### config.mk
export PLATFORM = sky130hd
export DESIGN_NAME = serial_link_arbiter
export DESIGN_NICKNAME = d
export VERILOG_FILES = /design/src/rtl/serial_link_arbiter.sv
export SDC_FILE = /design/constraint.sdc
export NUM_CORES = 1
export LEC_CHECK = 0
export BUFFER_PORTS_ARGS = -buffer_cell sky130_fd_sc_hd__buf_2
export CORE_MARGIN = 5
export CORE_UTILIZATION = 40
export CTS_BUF_LIST = sky130_fd_sc_hd__clkbuf_16
export CTS_CLUSTER_SIZE = 25
export DETAILED_ROUTE_END_ITERATION = 7
export PLACE_DENSITY = 0.63
export REMOVE_ABC_BUFFERS = 1
export SKIP_LAST_GASP = 1
export SLEW_MARGIN = 10
export SYNTH_ARGS = -nofsm -noshare
export SYNTH_HDL_FRONTEND = slang
export SYNTH_SLANG_ARGS = --single-unit
### constraint.sdc
create_clock -name clk -period 4.6 [get_ports clk]
set_clock_uncertainty 0.05 [all_clocks]
set_input_delay 0.69 -clock clk [delete_from_list [all_inputs] [get_ports clk]]
set_output_delay 0.69 -clock clk [all_outputs]
set_load 0.05 [all_outputs]
### src/rtl/serial_link_arbiter.sv
// serial_link_arbiter
//   Round-robin scheduler sharing one serial transmit link among four
//   requesters. The winner's 16-bit payload is latched, a one-cycle
//   `transmit` strobe is fired, and the bits are shifted out MSB first on
//   `data_TX`. The block then waits for the receiver's active-low
//   acknowledge, or gives up after TIMEOUT cycles. It reports the outcome
//   to the granted requester with `done`, plus `err` on a timeout.
//
// Ports
//   clk         system clock, rising-edge active
//   clr_n       asynchronous active-low reset
//   req[3:0]    level-sensitive request lines, bit i = requester i
//   payload     flat bus, requester i owns payload[16i+15:16i]
//   link_ack_n  receiver completion acknowledge (active low, sync to clk)
//   gnt[3:0]    one-hot grant, held from START through DONE
//   transmit    one-cycle start strobe to the receiver
//   data_TX     serial data, MSB first
//   done[3:0]   one-cycle completion pulse to the granted requester
//   err[3:0]    one-cycle timeout flag, coincident with done
//   busy        high whenever the FSM is not idle
//
// Every output is a flop. It is loaded from the next-state decode, so no
// output has a combinational path from an input.
module serial_link_arbiter #(
  parameter int unsigned TIMEOUT = 64  // legal range 1..255
) (
  input  logic        clk,
  input  logic        clr_n,
  input  logic [3:0]  req,
  input  logic [63:0] payload,
  input  logic        link_ack_n,
  output logic [3:0]  gnt,
  output logic        transmit,
  output logic        data_TX,
  output logic [3:0]  done,
  output logic [3:0]  err,
  output logic        busy
);

  typedef enum logic [2:0] {IDLE, START, SHIFT, WAIT_ACK, DONE} state_t;

  state_t      state, state_d;
  logic [1:0]  ptr, ptr_d;
  logic [1:0]  win, win_d;
  logic [15:0] sr, sr_d;
  logic [3:0]  bit_cnt, bit_cnt_d;
  logic [7:0]  to_cnt, to_cnt_d;

  logic [3:0]  gnt_d, done_d, err_d;
  logic        transmit_d, data_d, busy_d, timed_out;

  logic [1:0]  rr_win, cand;

  function automatic logic [3:0] onehot(input logic [1:0] idx);
    return 4'b0001 << idx;
  endfunction

  // Round-robin pick. The loop scans from the lowest priority offset to the
  // highest, so the last hit is the requester nearest to ptr.
  always_comb begin
    rr_win = ptr;
    cand   = ptr;
    for (int i = 3; i >= 0; i--) begin
      cand = ptr + 2'(i);
      if (req[cand]) rr_win = cand;
    end
  end

  // Next-state and next-output decode.
  always_comb begin
    // NOTE: every variable assigned here gets a default first, so no path
    // leaves one unassigned and no latch is inferred.
    state_d    = state;
    ptr_d      = ptr;
    win_d      = win;
    sr_d       = sr;
    bit_cnt_d  = bit_cnt;
    to_cnt_d   = to_cnt;
    data_d     = 1'b0;
    timed_out  = 1'b0;

    unique case (state)
      IDLE: begin
        if (|req) begin
          state_d   = START;
          win_d     = rr_win;
          sr_d      = payload[{rr_win, 4'b0000} +: 16];
          bit_cnt_d = '0;
          to_cnt_d  = '0;
        end
      end
      START: begin
        // The first bit leaves on the START->SHIFT edge.
        state_d   = SHIFT;
        data_d    = sr[15];
        sr_d      = {sr[14:0], 1'b0};
        bit_cnt_d = '0;
      end
      SHIFT: begin
        // bit_cnt counts the bits already presented, minus one.
        if (bit_cnt == 4'd15) begin
          state_d  = WAIT_ACK;
          to_cnt_d = '0;
        end else begin
          data_d    = sr[15];
          sr_d      = {sr[14:0], 1'b0};
          bit_cnt_d = bit_cnt + 4'd1;
        end
      end
      WAIT_ACK: begin
        // An ack that arrives on the timeout edge still counts as success.
        if (!link_ack_n) begin
          state_d = DONE;
        end else if (to_cnt == 8'(TIMEOUT - 1)) begin
          state_d   = DONE;
          timed_out = 1'b1;
        end else begin
          to_cnt_d = to_cnt + 8'd1;
        end
      end
      DONE: begin
        state_d = IDLE;
        ptr_d   = win + 2'd1;
      end
      default: state_d = IDLE;
    endcase

    gnt_d      = (state_d != IDLE) ? onehot(win_d) : 4'b0000;
    transmit_d = (state_d == START);
    done_d     = (state_d == DONE) ? onehot(win_d) : 4'b0000;
    err_d      = timed_out ? onehot(win_d) : 4'b0000;
    busy_d     = (state_d != IDLE);
  end

  // NOTE: state and output flops use non-blocking assignments so every flop
  // samples the pre-edge values regardless of statement order.
  always_ff @(posedge clk or negedge clr_n) begin
    // NOTE: the shift register is cleared on reset along with the control
    // state, so a transfer cut short by reset leaves no stale payload bits.
    if (!clr_n) begin
      state    <= IDLE;
      ptr      <= '0;
      win      <= '0;
      sr       <= '0;
      bit_cnt  <= '0;
      to_cnt   <= '0;
      gnt      <= '0;
      transmit <= 1'b0;
      data_TX  <= 1'b0;
      done     <= '0;
      err      <= '0;
      busy     <= 1'b0;
    end else begin
      state    <= state_d;
      ptr      <= ptr_d;
      win      <= win_d;
      sr       <= sr_d;
      bit_cnt  <= bit_cnt_d;
      to_cnt   <= to_cnt_d;
      gnt      <= gnt_d;
      transmit <= transmit_d;
      data_TX  <= data_d;
      done     <= done_d;
      err      <= err_d;
      busy     <= busy_d;
    end
  end

endmodule

==> impl_metrics.yaml, run 1 <==
grt:
  met3_usage: 0.0262
  met2_usage: 0.255
  grt_max_degree: 51
  use_met1: 0.185
  grt_pass1_wl_mm: 10.2
  grt-ovfl-total: 0
  grt_pass1_vias: 2174
  grt_util_all_layers: 0.144
  antenna_found_initial: 0
  busiest_layer: "met2"
worst_setup_path:
  cp-startpoint: "req[1]"
  crit_path_max_fanout: 35
  crit_buf_inv: 1
  cpPeakStageDelay_ns: 0.78
  cp_data_required_time_ns: 4.66
  worstSetupPathType: "input port to flop"
  crit_family: "simple AND/OR/NAND/NOR gates"
  rrSetupSlack_ns: 2.28
  cp_cell_sequence: "buf_2, or4_1, nor2_1, o21ai_0, nand2b_1, o21ai_0"
  crit_top_cell: "o21ai_0"
  critPathCaptureType: "flop"
  arrival_ns: 2.63
  rr_startpoint: "bit_cnt[0]$_DFFE_PN0P_"
  startpoint_type: "input port"
  crit_slowest_cell: "nand2b_1"
cts:
  clock_path_buffers: 2
  clk_latency_ns: 0.28
  htree_levels: 2
  cts-root-buf: "clkbuf_16"
  cts_resized: 0
  cts_hold_buf: 0
  cts_setup_buffers: 0
  numCtsBuffers: 5
  cts_tree: "built"
  cts_sinks: 50
  path_clk_slew_ns: 0.06
power:
  irDropWorstVdd_mv: 0.311
  combinationalPowerShare: 0.484
  p_sw_mw: 0.828
  internal-power_mw: 1.17
  power.share.sequential: 0.349
  p_leak_nw: 1.62
  p_sw_frac: 0.415
  power_density_nw_per_um2: 611
  clockPowerShare: 0.167
finish:
  layout_common_cells: "84 x buf_2, 50 x dfrtp_1, 31 x mux2i_1, 26 x nor2_1, 24 x o21ai_0"
  fin_nets: 414
  drive_above_1_share: 0.285
  final_common_cell: "buf_2"
  post-route-util: 0.508
  stdcell_count: 417
  n_antenna_cell: 0
  area_growth_pct: 22.1
yosys:
  synth_edf_count: 0
  synth_area_per_cell_sq_um: 10.2
  synth_cell_types: 43
  synthAdderAreaFrac: 0.00936
  yosys_most_used_dff: "dfrtp_1"
  synth-simple-area-share: 0.132
  synth_seq_area_share: 0.468
  synth_compound_area_frac: 0.198
  async_reset_ff_frac: 1.00
  yosys_warnings: 0
  muxShareOfSynthArea: 0.126
  yosys.area_share.xor_xnor: 0.0229
  ys_ff_latch: 50
  synth_top_family_by_area: "compound AO/OA/AOI/OAI gates"
  netlist_area_sq_um: 2670
  synthCells: 263
timing:
  tightestPinTransition_ns: 1.09
  min_period_over_period: 0.560
  hold_viol: 0
  finalCriticalPeriod_ns: 2.58
  drv_slew: 0
  rsz0062_at_grt: "no"
  maxSlewHeadroom: 0.276
  max_freq_mhz: 388
  fin_tns_setup_ns: 0
  fin_ws_ns: 2.02
  setup_violations: 0
detailed_routing:
  drc: 0
  drt_iter0_drc: 105
  first_pass_iters: 4
  viasPerCell: 5.32
  ant_nets: 0
  wl_mm: 6.00
  wire_per_inst_um: 14.4
  vias: 2219
floorplan:
  coreArea_sq_um: 6420
  die-area_sq_um: 8420
  fp.dieW_um: 91.8
  io_pins: 86
  rows: 29
  start_util: 0.416
  dieHeight_um: 91.8
status:
  outcome: "finished, final reports clean"
placed_design:
  port_buffers: 85
  hpwl_mm: 4.44
  gp_congestion: 0.726
  dp_cells: 411
  place_ws_ns: 1.71
hold_path:
  min_path_type: "input port to async pin"
run:
  drv_cap: 0
-- flip-flops by register name, indices dropped and copies added (netlist names) --
name,flops
data_TX,1
bit_cnt,4
sr,16
err,4
ptr,2
done,4
win,2
gnt,4
to_cnt,8
busy,1
state,3
transmit,1
-- Yosys cell counts, types with 2 or more instances --
master	number	area, sq um
clkbuf_1	7	26.3
and3_1	2	12.5
nand3_1	6	30.0
xor2_1	6	52.6
nand2_1	15	56.3
o22a_1	15	131
a31oi_1	3	18.8
nor2b_1	2	12.5
buf_6	2	22.5
nand4_1	4	25.0
dfrtp_1	50	1250
a22oi_1	16	120
buf_2	4	20.0
nor3_1	2	10.0
and2_1	2	12.5
a21o_1	3	22.5
buf_4	2	15.0
o31a_1	2	17.5
ha_1	2	25.0
a21oi_1	4	20.0
mux2i_1	31	310
o21ai_0	24	120
nand2b_1	7	43.8
inv_1	8	30.0
nor2_1	26	97.6
-- per-layer routing --
metal,vias to the layer above,wire [um]
met2,45,3160
li1,1115,-
met4,0,56
met3,5,227
met1,1054,2550
met5,-,0
-- final cells by class --
class | instances | area, sq um
Clock buffer | 5 | 125
Clock inverter | 1 | 3.75
Fill cell | 611 | 3160
Inverter | 9 | 33.8
Multi-Input combinational cell | 189 | 1320
Sequential cell | 50 | 1250
Tap cell | 77 | 96.3
Timing Repair Buffer | 86 | 435
-- power groups by stage --
stage	clock (mW)	sequential, mW	combinational, mW
after floorplan	0	0.764	0.680
after global placement	0	0.697	0.960
after detailed placement	0	0.699	0.980
after CTS	0.342	0.694	0.982
after global routing	0.357	0.717	1.10
final	0.333	0.696	0.965
-- cell families (layout without fill, tap and decap cells) --
family / count (synthesis) / count (layout)
AO/OA/AOI/OAI: 75 / 75
XOR/XNOR: 7 / 7
adder cells (fa/ha/maj): 2 / 2
buffers and inverters: 24 / 101
flip-flops: 50 / 50
multiplexers: 32 / 32
AND/OR/NAND/NOR: 73 / 73
-- worst paths after layout --
| kind | cells after the start | endpoint |
|---|---|---|
| worst max-delay path | 6 | sr[7]$_DFFE_PN0P_ |
| worst min-delay path | 1 | gnt[0]$_DFF_PN0_ |
| worst max register to register | 7 | sr[7]$_DFFE_PN0P_ |
| worst min register to register | 1 | data_TX$_DFF_PN0_ |
| max in group asynchronous | 1 | to_cnt[1]$_DFFE_PN0P_ |
| min in group clk | 1 | data_TX$_DFF_PN0_ |
-- through the flow --
step | hold slack (ns) | total power, mW | cell area (sq um)
detailed placement | 0.428 | 1.68 | 3130
global route | 0.439 | 2.17 | 3270
floorplan | 0.344 | 1.44 | 2590
global placement | 0.424 | 1.66 | 3130
CTS | 0.445 | 2.02 | 3260
finish | 0.378 | 1.99 | 3270
(Power assumes the default switching activity.)
==> run 2, diff against run 1 <==
Settings changed: ABC_AREA set to 1, PLACE_DENSITY 0.63 to 0.65.
Clock period 4.6 ns to 2.08 ns, I/O delays scaled along.
==> impl_metrics.yaml, run 2 <==
status:
  outcome: "finished, final reports clean"
placed_design:
  hpwl_mm: 5.50
  port_buffers: 85
  gp_congestion: 0.791
  dp_cells: 573
yosys:
  yosys_most_used_dff: "dfrtp_1"
  ys_ff_latch: 50
  synth.area.top_cells: "dfrtp_1 43%, nand3_1 15%, nand2_1 12%"
  netlist_area_sq_um: 2930
  synth_seq_area_share: 0.428
  synth_area_per_cell_sq_um: 7.43
  synth_area_leader_cell: "dfrtp_1"
  synth_commonest_cells: "95 x nand2_1, 90 x nand3_1, 50 x dfrtp_1"
  yosys_warnings: 0
  synth_cell_types: 33
  netlist.area_leader.share: 0.428
  synthCells: 394
  yosysMostFrequentCell: "nand2_1"
  synth_edf_count: 0
  async_reset_ff_frac: 1.00
timing:
  fin_tns_setup_ns: 0
  finalCriticalPeriod_ns: 2.00
  max_freq_mhz: 501
  hold_viol: 0
  drv_slew: 0
  min_period_over_period: 0.959
  maxSlewHeadroom: 0.667
  hold_slack_ns: 0.299
  tightestPinTransition_ns: 0.500
  setup_violations: 0
  rsz0062_at_grt: "yes"
cts:
  path_clk_slew_ns: 0.06
  cts_tree: "built"
  htree_levels: 2
  numCtsBuffers: 5
  cts_sinks: 50
  cts-root-buf: "clkbuf_16"
  clock_path_buffers: 2
  clk_latency_ns: 0.28
finish:
  n_antenna_cell: 0
  max_flop_register: "sr"
  stdcell_count: 595
  area_growth_pct: 32.6
  drive_above_1_share: 0.313
  final_common_cell: "nand3_1"
  fill_cells: 701
  reg.largest.list: "sr (16), to_cnt (8)"
  layout_common_cells: "88 x nand3_1, 86 x nand2_1, 85 x buf_2, 49 x dfrtp_1, 39 x nor2_1"
  fin_nets: 568
  largest_reg_flops: 16
grt:
  grt_pass1_vias: 2947
  met2_usage: 0.302
  grt-ovfl-total: 0
  busiest_layer: "met2"
  met3_usage: 0.0237
  use_met1: 0.219
  grt_pass1_wl_mm: 12.7
  grt_util_all_layers: 0.169
  antenna_found_initial: 0
  grt_max_degree: 31
hold_path:
  min_path_cells: 4
  hold_path_end: "state[2]$_DFF_PN0_"
  min_path_type: "input port to flop"
  min_from: "link_ack_n"
floorplan:
  coreArea_sq_um: 7180
  rows: 31
  die-area_sq_um: 9130
  fp.dieW_um: 95.5
  dieHeight_um: 95.5
  io_pins: 86
  start_util: 0.408
detailed_routing:
  drc: 0
  vias: 3034
  first_pass_iters: 4
  wl_mm: 7.83
  drt_iter0_drc: 132
  wire_per_inst_um: 13.2
  ant_nets: 0
  viasPerCell: 5.10
worst_setup_path:
  rrSetupSlack_ns: 0.08
  cp_data_required_time_ns: 2.20
  crit_path_max_fanout: 8
  arrival_ns: 2.12
  critPathCaptureType: "flop"
  rr_startpoint: "bit_cnt[0]$_DFFE_PN0P_"
  reg2regPathDepth: 10
  startpoint_type: "flop"
  r2r-end: "sr[4]$_DFFE_PN0P_"
  worstSetupPathType: "flop to flop"
run:
  drv_cap: 0
power:
  p_leak_nw: 1.97
  irDropWorstVdd_mv: 0.726
  power_density_nw_per_um2: 1940
run 2: worst max-delay path, stage by stage (launching register included):
cell        delay [ns]
dfrtp_1           0.40
ha_1              0.23
nand2_1           0.08
inv_1             0.07
nand2_2           0.09
nand2_2           0.08
a21oi_4           0.20
buf_4             0.24
clkinvlp_4        0.18
a21oi_1           0.16
a21oi_1           0.08
run 2: area by class of cell:
| class | instances | area [sq um] | area share |
|---|---|---|---|
| multi-input combinational | 298 | 1520 | 0.391 |
| sequential | 50 | 1250 | 0.323 |
| timing repair buffer | 107 | 651 | 0.168 |
| clock buffer | 5 | 125 | 0.0322 |
| inverter | 30 | 124 | 0.0319 |
| tap | 99 | 124 | 0.0319 |
| clock inverter | 3 | 63.8 | 0.0164 |
| timing repair inverter | 3 | 22.5 | 0.00580 |
run 2: power breakdown:
group / switching (mW) / internal (mW)
Clock: 0.342 / 0.685
Sequential: 0.215 / 1.34
Combinational: 3.14 / 1.81
run 2: per-stage QoR:
stage	utilization	cell area [sq um]	power [mW]	setup WS [ns]
2_1_floorplan	-	2820	4.60	-0.115
3_3_place_gp	0.484	3470	5.71	0.0189
3_5_place_dp	0.484	3470	5.81	-0.0393
4_1_cts	0.512	3670	6.86	-0.0234
5_1_grt	0.541	3880	8.22	-0.0323
6_report	0.541	3880	7.53	0.0848
run 2: cells by family (layout without fill, tap and decap cells):
logic type,after synthesis,count (layout),synth area share
simple gates,247,248,0.389
compound gates,44,44,0.0859
xor+xnor,3,3,0.00898
fa+ha+maj,2,2,0.00855
flops,50,50,0.428
mux,1,1,0.00342
buf+inv,47,148,0.0765
run 2: worst max-delay path by stage:
stage                            from           endpoint  slack (ns)  cells past startpoint
5_1_grt            ptr[0]$_DFFE_PN0N_  sr[7]$_DFFE_PN0P_       -0.03                     15
2_1_floorplan      ptr[0]$_DFFE_PN0N_   err[1]$_DFF_PN0_       -0.11                     12
3_5_place_dp       ptr[0]$_DFFE_PN0N_  sr[9]$_DFFE_PN0P_       -0.04                     15
3_3_place_gp       ptr[0]$_DFFE_PN0N_  sr[8]$_DFFE_PN0P_        0.02                     15
4_1_cts        bit_cnt[0]$_DFFE_PN0P_  sr[4]$_DFFE_PN0P_       -0.02                     10
6_report       bit_cnt[0]$_DFFE_PN0P_  sr[4]$_DFFE_PN0P_        0.08                     10
run 2: what timing repair did:
item / in CTS / in global routing
gates cloned: 0 / 5
pin swaps: 0 / 8
buffers inserted: 0 / 8
endpoints found under the setup margin: 16 / 33
endpoints found under the hold margin: 20 / 0
resized for setup: 1 / 29
hold buffers: 1 / 0
run 2: routing by layer:
metal / vias to the layer above / share of wire
li1: 1516 / -
met4: 0 / 0.0083
met3: 6 / 0.048
met1: 1444 / 0.43
met2: 68 / 0.52
met5: - / 0
